File: config.mk
export PLATFORM = sky130hd
export DESIGN_NAME = ifu_fetchq_flat
export DESIGN_NICKNAME = d
export VERILOG_FILES = /design/src/rtl/ifu_pkg.sv /design/src/rtl/ifu_fetchq_if.sv /design/src/rtl/ifu_fetch_fifo.sv /design/src/rtl/ifu_fetchq.sv /design/src/flat_wrapper.sv
export SDC_FILE = /design/constraint.sdc
export NUM_CORES = 1
export LEC_CHECK = 0
export BUFFER_PORTS_ARGS = -buffer_cell sky130_fd_sc_hd__buf_2
export CAP_MARGIN = 20
export CORE_UTILIZATION = 34
export DETAILED_ROUTE_END_ITERATION = 12
export HOLD_SLACK_MARGIN = 0.03
export SLEW_MARGIN = 25
export SYNTH_ARGS = -nofsm -noshare
export SYNTH_HDL_FRONTEND = slang
export SYNTH_HIERARCHICAL = 1
export SYNTH_SLANG_ARGS = --single-unit
File: constraint.sdc
create_clock -name clk -period 5.8 [get_ports clk]
set_clock_uncertainty 0.15 [all_clocks]
set_input_delay 0.29 -clock clk [delete_from_list [all_inputs] [get_ports clk]]
set_output_delay 0.29 -clock clk [all_outputs]
set_load 0.005 [all_outputs]
File: src/rtl/ifu_pkg.sv
// Shared types and constants for the instruction fetch unit.
package ifu_pkg;

    localparam logic [31:0] NOP_INSTR        = 32'h0000_0013;
    localparam logic [31:0] RESET_PC_DEFAULT = 32'h0000_0000;

    // One fetch queue entry: the instruction word together with its PC.
    typedef struct packed {
        logic [31:0] pc;
        logic [31:0] instr;
    } fetch_entry_t;

    // Force a byte address onto a word boundary.
    function automatic logic [31:0] word_align(input logic [31:0] addr);
        return addr & ~32'h0000_0003;
    endfunction

endpackage

File: src/rtl/ifu_fetchq_if.sv
// Fetch unit boundary: ICCM read port, decode handshake and redirect inputs.
interface ifu_fetchq_if;

    logic [31:0] iccm_rd_addr;
    logic        iccm_rd_en;
    logic [31:0] iccm_rd_data;

    logic        dec_valid;
    logic        dec_ready;
    logic [31:0] dec_pc;
    logic [31:0] dec_instr;

    logic        flush_from_exe;
    logic [31:0] flush_addr_exe;
    logic        flush_from_dec;
    logic [31:0] flush_addr_dec;

    // The fetch unit itself.
    modport master (
        output iccm_rd_addr, iccm_rd_en,
        input  iccm_rd_data,
        output dec_valid, dec_pc, dec_instr,
        input  dec_ready,
        input  flush_from_exe, flush_addr_exe, flush_from_dec, flush_addr_dec
    );

    // ICCM, decode and execute as seen from the other side.
    modport slave (
        input  iccm_rd_addr, iccm_rd_en,
        output iccm_rd_data,
        input  dec_valid, dec_pc, dec_instr,
        output dec_ready,
        output flush_from_exe, flush_addr_exe, flush_from_dec, flush_addr_dec
    );

endinterface

File: src/rtl/ifu_fetch_fifo.sv
// Circular fetch queue with push, pop, synchronous clear and occupancy.
module ifu_fetch_fifo
    import ifu_pkg::*;
#(
    parameter  int DEPTH = 4,
    localparam int PW    = (DEPTH > 1) ? $clog2(DEPTH) : 1,
    localparam int CW    = PW + 1
) (
    input  logic         clk,
    input  logic         rst_n,
    input  logic         i_push,
    input  fetch_entry_t i_push_entry,
    input  logic         i_pop,
    input  logic         i_clear,
    output logic [CW-1:0] o_occ,
    output fetch_entry_t o_head
);

    fetch_entry_t  r_mem [DEPTH];
    logic [PW-1:0] r_wr_ptr;
    logic [PW-1:0] r_rd_ptr;
    logic [CW-1:0] r_occ;

    // Storage, pointers and occupancy; clear wins over any push or pop.
    always_ff @(posedge clk or negedge rst_n) begin
        if (!rst_n) begin
            for (int i = 0; i < DEPTH; i++) begin
                r_mem[i] <= '0;
            end
            r_wr_ptr <= '0;
            r_rd_ptr <= '0;
            r_occ    <= '0;
        end else if (i_clear) begin
            r_wr_ptr <= '0;
            r_rd_ptr <= '0;
            r_occ    <= '0;
        end else begin
            if (i_push) begin
                r_mem[r_wr_ptr] <= i_push_entry;
                r_wr_ptr        <= r_wr_ptr + 1'b1;
            end
            if (i_pop) begin
                r_rd_ptr <= r_rd_ptr + 1'b1;
            end
            r_occ <= r_occ + CW'(i_push) - CW'(i_pop);
        end
    end

    assign o_occ  = r_occ;
    assign o_head = r_mem[r_rd_ptr];

endmodule

File: src/rtl/ifu_fetchq.sv
// Instruction fetch: sequential PC, credit-gated ICCM reads, in-flight
// tracking and a fetch queue draining to decode.
module ifu_fetchq
    import ifu_pkg::*;
#(
    parameter logic [31:0] RESET_PC = RESET_PC_DEFAULT,
    parameter int          FQ_DEPTH = 4,
    parameter int          ICCM_LAT = 1
) (
    input  logic           clk,
    input  logic           rst_n,
    ifu_fetchq_if.master   bus
);

    localparam int CW = ((FQ_DEPTH > 1) ? $clog2(FQ_DEPTH) : 1) + 1;
    localparam int SW = CW + 1;

    logic [31:0]   r_pc;
    logic          r_trk_vld_p [ICCM_LAT];
    logic [31:0]   r_trk_pc_p  [ICCM_LAT];

    logic          w_flush;
    logic [31:0]   w_target;
    logic          w_pop;
    logic          w_issue;
    logic [SW-1:0] w_inflight;
    logic [SW-1:0] w_credit;
    logic [CW-1:0] w_occ;
    logic          w_push;
    fetch_entry_t  w_push_entry;
    fetch_entry_t  w_head;

    // Redirect selection: execute overrides decode, target forced to a word.
    always_comb begin
        w_flush  = bus.flush_from_exe | bus.flush_from_dec;
        w_target = word_align(bus.flush_from_exe ? bus.flush_addr_exe
                                                 : bus.flush_addr_dec);
    end

    // Credit check: queued plus in-flight words, minus the one leaving now,
    // must leave room so that every returning word finds a free slot.
    always_comb begin
        w_inflight = '0;
        for (int i = 0; i < ICCM_LAT; i++) begin
            w_inflight = w_inflight + SW'(r_trk_vld_p[i]);
        end
        w_pop    = bus.dec_valid & bus.dec_ready;
        w_credit = SW'(w_occ) + w_inflight - SW'(w_pop);
        w_issue  = rst_n & ~w_flush & (w_credit < SW'(FQ_DEPTH));
    end

    // PC register: redirect on flush, advance by one word on every issue.
    always_ff @(posedge clk or negedge rst_n) begin
        if (!rst_n) begin
            r_pc <= RESET_PC;
        end else if (w_flush) begin
            r_pc <= w_target;
        end else if (w_issue) begin
            r_pc <= r_pc + 32'd4;
        end
    end

    // In-flight tracker: one stage per ICCM cycle; a flush kills every stage.
    always_ff @(posedge clk or negedge rst_n) begin
        if (!rst_n) begin
            for (int i = 0; i < ICCM_LAT; i++) begin
                r_trk_vld_p[i] <= 1'b0;
                r_trk_pc_p[i]  <= '0;
            end
        end else begin
            r_trk_vld_p[0] <= w_issue;
            r_trk_pc_p[0]  <= r_pc;
            for (int i = 1; i < ICCM_LAT; i++) begin
                r_trk_vld_p[i] <= r_trk_vld_p[i-1] & ~w_flush;
                r_trk_pc_p[i]  <= r_trk_pc_p[i-1];
            end
        end
    end

    // Returning word is queued unless a flush in this cycle makes it stale.
    always_comb begin
        w_push             = r_trk_vld_p[ICCM_LAT-1] & ~w_flush;
        w_push_entry.pc    = r_trk_pc_p[ICCM_LAT-1];
        w_push_entry.instr = bus.iccm_rd_data;
    end

    ifu_fetch_fifo #(
        .DEPTH (FQ_DEPTH)
    ) u_fifo (
        .clk          (clk),
        .rst_n        (rst_n),
        .i_push       (w_push),
        .i_push_entry (w_push_entry),
        .i_pop        (w_pop),
        .i_clear      (w_flush),
        .o_occ        (w_occ),
        .o_head       (w_head)
    );

    // Outputs towards ICCM and decode.
    always_comb begin
        bus.iccm_rd_addr = r_pc;
        bus.iccm_rd_en   = w_issue;
        bus.dec_valid    = (w_occ != '0);
        bus.dec_pc       = w_head.pc;
        bus.dec_instr    = w_head.instr;
    end

endmodule
File: src/flat_wrapper.sv
// flat-port wrapper written by rule: the top's interface ports become plain ports
module ifu_fetchq_flat import ifu_pkg::*;
#(
    parameter logic [31:0] RESET_PC = RESET_PC_DEFAULT,
    parameter int          FQ_DEPTH = 4,
    parameter int          ICCM_LAT = 1
)
  (clk, rst_n, bus_iccm_rd_addr, bus_iccm_rd_en, bus_iccm_rd_data, bus_dec_valid, bus_dec_pc, bus_dec_instr, bus_dec_ready, bus_flush_from_exe, bus_flush_addr_exe, bus_flush_from_dec, bus_flush_addr_dec);
  ifu_fetchq_if bus_i ();
  input  logic clk;
  input  logic rst_n;
  output wire logic [$bits(bus_i.iccm_rd_addr)-1:0] bus_iccm_rd_addr;
  output wire logic [$bits(bus_i.iccm_rd_en)-1:0] bus_iccm_rd_en;
  input wire logic [$bits(bus_i.iccm_rd_data)-1:0] bus_iccm_rd_data;
  output wire logic [$bits(bus_i.dec_valid)-1:0] bus_dec_valid;
  output wire logic [$bits(bus_i.dec_pc)-1:0] bus_dec_pc;
  output wire logic [$bits(bus_i.dec_instr)-1:0] bus_dec_instr;
  input wire logic [$bits(bus_i.dec_ready)-1:0] bus_dec_ready;
  input wire logic [$bits(bus_i.flush_from_exe)-1:0] bus_flush_from_exe;
  input wire logic [$bits(bus_i.flush_addr_exe)-1:0] bus_flush_addr_exe;
  input wire logic [$bits(bus_i.flush_from_dec)-1:0] bus_flush_from_dec;
  input wire logic [$bits(bus_i.flush_addr_dec)-1:0] bus_flush_addr_dec;
  assign bus_iccm_rd_addr = bus_i.iccm_rd_addr;
  assign bus_iccm_rd_en = bus_i.iccm_rd_en;
  assign bus_i.iccm_rd_data = bus_iccm_rd_data;
  assign bus_dec_valid = bus_i.dec_valid;
  assign bus_dec_pc = bus_i.dec_pc;
  assign bus_dec_instr = bus_i.dec_instr;
  assign bus_i.dec_ready = bus_dec_ready;
  assign bus_i.flush_from_exe = bus_flush_from_exe;
  assign bus_i.flush_addr_exe = bus_flush_addr_exe;
  assign bus_i.flush_from_dec = bus_flush_from_dec;
  assign bus_i.flush_addr_dec = bus_flush_addr_dec;
  ifu_fetchq #(.RESET_PC(RESET_PC), .FQ_DEPTH(FQ_DEPTH), .ICCM_LAT(ICCM_LAT)) u_core (.clk(clk), .rst_n(rst_n), .bus(bus_i));
endmodule
# Word level (Yosys, flattened, before mapping)
# Cells that the tools add are included.
[totals] regBits=328 elab_cells=53 output_inout_bits=98
[classes] n_reduce_logical=6 bitwise_logic=8 n_mux=14 magnitude_cmp=4 addsub=7
[op_table] op="256-bit bitwise mux" n=1
[op_table] op="64-bit two-way mux" n=3
[op_table] op="64-bit binary-select mux with 2-bit select" n=1
[op_table] op="64-bit demux with 2-bit select" n=1
[op_table] op="32-bit two-way mux" n=3
[op_table] op="32-bit by 3-bit adder with 32-bit output (second input constant)" n=1
[op_table] op="2-bit two-way mux" n=4
[op_table] op="3-bit >= comparator (second input constant)" n=2
[op_table] op="2-bit NOT with 3-bit output" n=2
[op_table] op="2-bit nonzero test" n=3
[op_table] op="2-bit by 1-bit adder with 2-bit output (second input constant)" n=2
[op_table] op="3-bit by 1-bit adder with 4-bit output" n=1
[op_table] op="1-bit bitwise AND" n=4
[op_table] op="4-bit by 3-bit < comparator with 1-bit output (second input constant)" n=1
[op_table] op="4-bit by 1-bit subtractor with 4-bit output" n=1
[op_table] op="3-bit by 1-bit adder with 3-bit output" n=1
[op_table] op="3-bit by 1-bit < comparator with 1-bit output (second input constant)" n=1
[op_table] op="3-bit two-way mux" n=1
[op_table] op="3-bit nonzero test" n=1
[op_table] op="3-bit by 1-bit subtractor with 3-bit output" n=1
[op_table] op="2-bit AND reduction" n=1
[op_table] op="1-bit logical AND" n=1
[op_table] op="1-bit NOT" n=1
[op_table] op="1-bit bitwise OR" n=1

# Logic depth before layout (Yosys ltp)
[depth] word_depth=7 ltp_mapped=13

# Modules after synthesis
# Netlist, hierarchy kept.
[modules_own_cells] mod="ifu_fetch_fifo" seq_area_each_um2=6581.3 cells_each=657 n_inst=1 area_per_inst_um2=12482.0
[modules_own_cells] mod="ifu_fetchq" seq_area_each_um2=1526.5 cells_each=340 n_inst=1 area_per_inst_um2=3170.5

# Worst setup path before layout
# No wires, ideal clock.
[synth_timing] path_kind="register to register" startpoint="register u_core.u_fifo.r_occ[2] (netlist: u_core/u_fifo/o_occ[2])" endpoint="register u_core.r_pc[28] (netlist: u_core/bus.iccm_rd_addr[28])" arrival_ns=2.603 setup_slack_ns=2.965 period_less_slack_ns=2.835 path_stages_with_launch=12 n_path_buf=0 setup_time_ns=0.082 cell_sequence="dfrtp_1 -> inv_1 -> nand3_1 -> and2_1 -> ha_1 -> inv_1 -> ha_1 -> nand3b_1 -> a211oi_2 -> nor2_1 -> or4_1 -> a31oi_1"
[synth_via] elab_chain_cells=6 word_cells_on_any_way=7 cone_classes="add/sub (2); order compare (1); bitwise (2); reduce/logical (2)"
[synth_rtl] item="start, declared" line_no="ifu_fetch_fifo.sv:22" rtl="logic [CW-1:0] r_occ;"
[synth_rtl] item="start signal, assigned" line_no="ifu_fetch_fifo.sv:45" rtl="r_occ <= r_occ + CW'(i_push) - CW'(i_pop);"
[synth_rtl] item="3-bit nonzero test" line_no="ifu_fetchq.sv:104" rtl="bus.dec_valid = (w_occ != '0);"
[synth_rtl] item="named net bus_dec_valid" line_no="flat_wrapper.sv:15" rtl="output wire logic [$bits(bus_i.dec_valid)-1:0] bus_dec_valid;"
[synth_rtl] item="1-bit bitwise AND" line_no="ifu_fetchq.sv:47" rtl="w_pop = bus.dec_valid & bus.dec_ready;"
[synth_rtl] item="named net u_core.w_pop" line_no="ifu_fetchq.sv:24" rtl="logic w_pop;"
[synth_rtl] item="4-bit by 1-bit subtractor with 4-bit output" line_no="ifu_fetchq.sv:48" rtl="w_credit = SW'(w_occ) + w_inflight - SW'(w_pop);"
[synth_rtl] item="4-bit by 3-bit < comparator with 1-bit output" line_no="ifu_fetchq.sv:49" rtl="w_issue = rst_n & ~w_flush & (w_credit < SW'(FQ_DEPTH));"
[synth_rtl] item="1-bit bitwise AND" line_no="ifu_fetchq.sv:49"
[synth_rtl] item="2-bit nonzero test (no line)"
[synth_rtl] item="end signal, assigned" line_no="ifu_fetchq.sv:57" rtl="r_pc <= w_target;"
[synth_rtl] item="end signal, assigned" line_no="ifu_fetchq.sv:59" rtl="r_pc <= r_pc + 32'd4;"
[synth_rtl] item="end, declared" line_no="ifu_fetchq.sv:18" rtl="logic [31:0] r_pc;"
# The timed path passes the listed nets, and every way through them passes these cells.
# A chain may end at the register's enable or synchronous reset.

# Worst setup path in the final report
[layout_timing] startpoint="register u_core.u_fifo.r_occ[1] (netlist: u_core/u_fifo/o_occ[1])" endpoint="output bus_iccm_rd_en"
[layout_via] elab_chain_cells=5 word_cells_on_any_way=6 cone_classes="add/sub (2); order compare (1); bitwise (2); reduce/logical (1)"
[layout_rtl] item="3-bit nonzero test" line_no="ifu_fetchq.sv:104"
[layout_rtl] item="1-bit bitwise AND" line_no="ifu_fetchq.sv:47"
[layout_rtl] item="named net u_core.w_pop" line_no="ifu_fetchq.sv:24"
[layout_rtl] item="4-bit by 1-bit subtractor with 4-bit output" line_no="ifu_fetchq.sv:48"
[layout_rtl] item="4-bit by 3-bit < comparator with 1-bit output" line_no="ifu_fetchq.sv:49"
[layout_rtl] item="1-bit bitwise AND" line_no="ifu_fetchq.sv:49"
[layout_rtl] item="end, declared" line_no="flat_wrapper.sv:13" rtl="output wire logic [$bits(bus_i.iccm_rd_en)-1:0] bus_iccm_rd_en;"
# The timed path passes the listed nets, and every way through them passes these cells.

==> flow_summary.json <==
{
  "critical_path_arrival_ns": 3.63,
  "max_slew_margin": 0.425,
  "dr_total_vias": 9423,
  "regArea_sq_mm": 0.00812,
  "io_buffers": 192,
  "r2r_end": "u_core/bus.iccm_rd_addr[15]",
  "m1_gr_usage": 0.230,
  "grt_util_met2": 0.248,
  "grt_first_pass_wirelength_mm": 59.4,
  "clock_sinks": 324,
  "critPathLaunchType": "register",
  "fin_cells": 1891,
  "final_net_count": 1378,
  "synthTopCellsByArea": "sky130_fd_sc_hd__dfrtp_1 (52%), sky130_fd_sc_hd__mux2_4 (21%), sky130_fd_sc_hd__mux4_2 (9.2%)",
  "crit_fanout": 14,
  "cts-resized-gates": 0,
  "synth_edf_count": 0,
  "antenna_found_initial": 0,
  "num_io_pins": 199,
  "timing.critical_path.from": "u_core/u_fifo/o_occ[1]",
  "post-synth-top-area-fraction": 0.518,
  "detail_route.wl_per_cell_um": 19.7,
  "grt_setup_unrepaired": "false",
  "postSynthCellCount": 997,
  "drt.antenna.violating_nets": 0,
  "achievable-frequency_mhz": 246,
  "fp.dieW_um": 217,
  "violation_count_after_the_first_detailed_route_iteration": 435,
  "timing.reg2reg.setup_slack_ns": 1.76,
  "worstRegToRegCells": 12,
  "max_h_tree_level": 2,
  "ir_drop_mv": 0.184,
  "drive_above_1_share": 0.469,
  "dp.final_hpwl_mm": 23.3,
  "p_per_area_mw_per_mm2": 285,
  "grt_overflow": 0,
  "reg2reg_from": "u_core/u_fifo/o_occ[1]",
  "finalMaxSlewViolations": 0,
  "period_share": 0.701,
  "critical_path_class": "register to output pin",
  "area_growth_syn_to_layout_pct": 21.3,
  "synth_ff_type": "sky130_fd_sc_hd__dfrtp_1",
  "grt_start_max_net_pins": 81,
  "min-delay-path-class": "input port to register",
  "tritoncts": "built",
  "postSynthAreaPerCell_sq_um": 15.7,
  "grt_util_met3": 0.0368,
  "drt-total-wl_mm": 37.2,
  "layout.cells.most_common_list": "sky130_fd_sc_hd__dfrtp_1 (322), sky130_fd_sc_hd__mux2_4 (217), sky130_fd_sc_hd__buf_2 (191)",
  "dp_cells": 1750,
  "clock_tree.buffer_depth": 3,
  "vias_per_cell": 4.98,
  "dr.pass1.iters": 5,
  "p_total_uw": 5400,
  "cts_made_buffers": 38,
  "gr-usage-all-layers": 0.162,
  "n_antenna_cell": 0,
  "insertion_delay_ns": 0.55,
  "hold_depth": 4,
  "gr-max-usage-layer": "met2",
  "max_cap_violations": 0,
  "synth_sequential_area_ratio": 0.518,
  "synth_area_leader_cell": "sky130_fd_sc_hd__dfrtp_1",
  "via_count_of_the_first_global_routing_pass": 10100,
  "totalNegativeSetupSlack_ns": 0,
  "multi_input_area_sq_mm": 0.00696,
  "row_cnt": 78,
  "status": "finished, final reports clean",
  "worstHoldEndpoint": "u_core/bus.iccm_rd_addr[8]",
  "power.static_leakage_uw": 0.00963,
  "core-area_sq_mm": 0.0454,
  "floorplan.initialDensity": 0.345,
  "place_congestion": 0.832,
  "worst_setup_hold_path_clk_slew_ns": 0.06,
  "ctsRootBufferMaster": "sky130_fd_sc_hd__clkbuf_16",
  "hold_violations": 0,
  "yosys_register_bits": 324,
  "crit_path_end_kind": "output pin",
  "syn_area_sq_mm": 0.0157,
  "synthArstFlopShare": 1.00,
  "fillCellCount": 4146,
  "yosys_warns": 6,
  "cp.required_ns": 5.36,
  "layout_min_cycle_time_ns": 4.07,
  "setup_violations": 0,
  "die_area_sq_mm": 0.0469,
  "final_common_cell": "sky130_fd_sc_hd__dfrtp_1",
  "min-delay-start": "bus_flush_addr_exe[8]",
  "worst-slew-pin-transition_ns": 0.858,
  "route.detailed.drc": 0,
  "post_synth_num_cell_types": 68,
  "die_height_um": 217
}
[worst max-delay path, stage by stage (launching register included)]
cell and delay (ns):
sky130_fd_sc_hd__dfrtp_1 0.43, sky130_fd_sc_hd__inv_1 0.09, sky130_fd_sc_hd__nand3_1 0.14, sky130_fd_sc_hd__and2_1 0.28, sky130_fd_sc_hd__ha_1 0.18, sky130_fd_sc_hd__inv_1 0.04, sky130_fd_sc_hd__ha_1 0.27, sky130_fd_sc_hd__nand3b_1 0.10
sky130_fd_sc_hd__a211oi_2 0.74, sky130_fd_sc_hd__nor2_2 0.34, sky130_fd_sc_hd__nor2_1 0.27, sky130_fd_sc_hd__buf_2 0.18
[kinds of logic after synthesis]
logic type                 Yosys count  synth area share
AOI/OAI and AO/OA                  103            0.0448
xor gates and xnor gates             8           0.00536
adders and majority gates           11           0.00927
buffers and inverters               83            0.0404
DFF                                324             0.518
muxes                              326             0.332
other                                1          0.000240
and+or+nand+nor                    141            0.0498
[stage by stage]
stage | area (sq um) | hold WS, ns | util | worst slack, ns
after floorplan | 15700 | -0.156 | - | 2.96
after global placement | 17000 | 0.0971 | 0.374 | 2.08
after detailed placement | 17000 | 0.103 | 0.375 | 1.97
after CTS | 19000 | 0.0408 | 0.418 | 1.53
after global routing | 19000 | 0.0515 | 0.418 | 1.46
final | 19000 | 0.0817 | 0.418 | 1.73
[Yosys cell counts, types with 4 or more instances]
cell type / number
sky130_fd_sc_hd__dfrtp_1: 324
sky130_fd_sc_hd__mux2_4: 217
sky130_fd_sc_hd__mux4_2: 64
sky130_fd_sc_hd__nor2_1: 39
sky130_fd_sc_hd__mux2_2: 38
sky130_fd_sc_hd__buf_6: 31
sky130_fd_sc_hd__nand2_1: 29
sky130_fd_sc_hd__o21ai_0: 28
sky130_fd_sc_hd__nand3_1: 18
sky130_fd_sc_hd__inv_1: 16
sky130_fd_sc_hd__a21oi_1: 15
sky130_fd_sc_hd__clkbuf_1: 15
sky130_fd_sc_hd__a31oi_1: 10
sky130_fd_sc_hd__ha_1: 10
sky130_fd_sc_hd__nor3_1: 9
sky130_fd_sc_hd__o2bb2ai_1: 9
sky130_fd_sc_hd__buf_2: 8
sky130_fd_sc_hd__nand4_1: 7
sky130_fd_sc_hd__mux2i_1: 6
sky130_fd_sc_hd__nor2b_1: 6
sky130_fd_sc_hd__buf_4: 5
sky130_fd_sc_hd__a211oi_1: 4
sky130_fd_sc_hd__a2bb2oi_1: 4
sky130_fd_sc_hd__a41oi_1: 4
sky130_fd_sc_hd__and3_1: 4
sky130_fd_sc_hd__o211ai_1: 4
sky130_fd_sc_hd__xor2_1: 4
[report_power, final]
group	leakage [uW]	switching, uW	internal [uW]	total [uW]
combinational	0.00471	250	326	576
clock	0.000596	943	1390	2330
sequential	0.00432	121	2380	2500
[per-layer routing]
| metal | vias up | wire length, um |
|---|---|---|
| met1 | 4889 | 17600 |
| met3 | 47 | 1910 |
| li1 | 4217 | - |
| met2 | 270 | 17000 |
| met5 | - | 0 |
| met4 | 0 | 650 |
[flip-flops by register name (all words and copies together), names as in the netlist]
| name | cells |
|---|---|
| u_core/r_trk_vld_p | 1 |
| u_core/u_fifo/r_rd_ptr | 2 |
| u_core/u_fifo/o_occ | 3 |
| u_core/r_trk_pc_p | 30 |
| u_core/u_fifo/r_wr_ptr | 2 |
| u_core/u_fifo/r_mem | 256 |
| u_core/bus.iccm_rd_addr | 30 |
[layout make-up]
| cell class | count | area share |
|---|---|---|
| clock inverter | 13 | 0.00692 |
| inverter | 17 | 0.00336 |
| clock buffer | 52 | 0.0566 |
| multi-input combinational | 599 | 0.367 |
| tap | 600 | 0.0395 |
| timing repair buffer | 286 | 0.0992 |
| sequential | 324 | 0.428 |
[how the worst max path moves through the flow]
stage | slack [ns] | to
2_1_floorplan | 2.96 | u_core/bus.iccm_rd_addr[28]
3_3_place_gp | 2.08 | u_core/u_fifo/r_mem[107]
3_5_place_dp | 1.97 | u_core/u_fifo/r_mem[90]
5_1_grt | 1.46 | bus_iccm_rd_en
6_report | 1.73 | bus_iccm_rd_en
4_1_cts | 1.53 | bus_iccm_rd_en
[timing repair]
action | in CTS | in global routing
buffers inserted | 0 | 0
hold buffers | 76 | 0
endpoints found under the hold margin | 207 | 0
endpoints found under the setup margin | 0 | 0
Note: power is estimated with default switching activity, not from simulation.
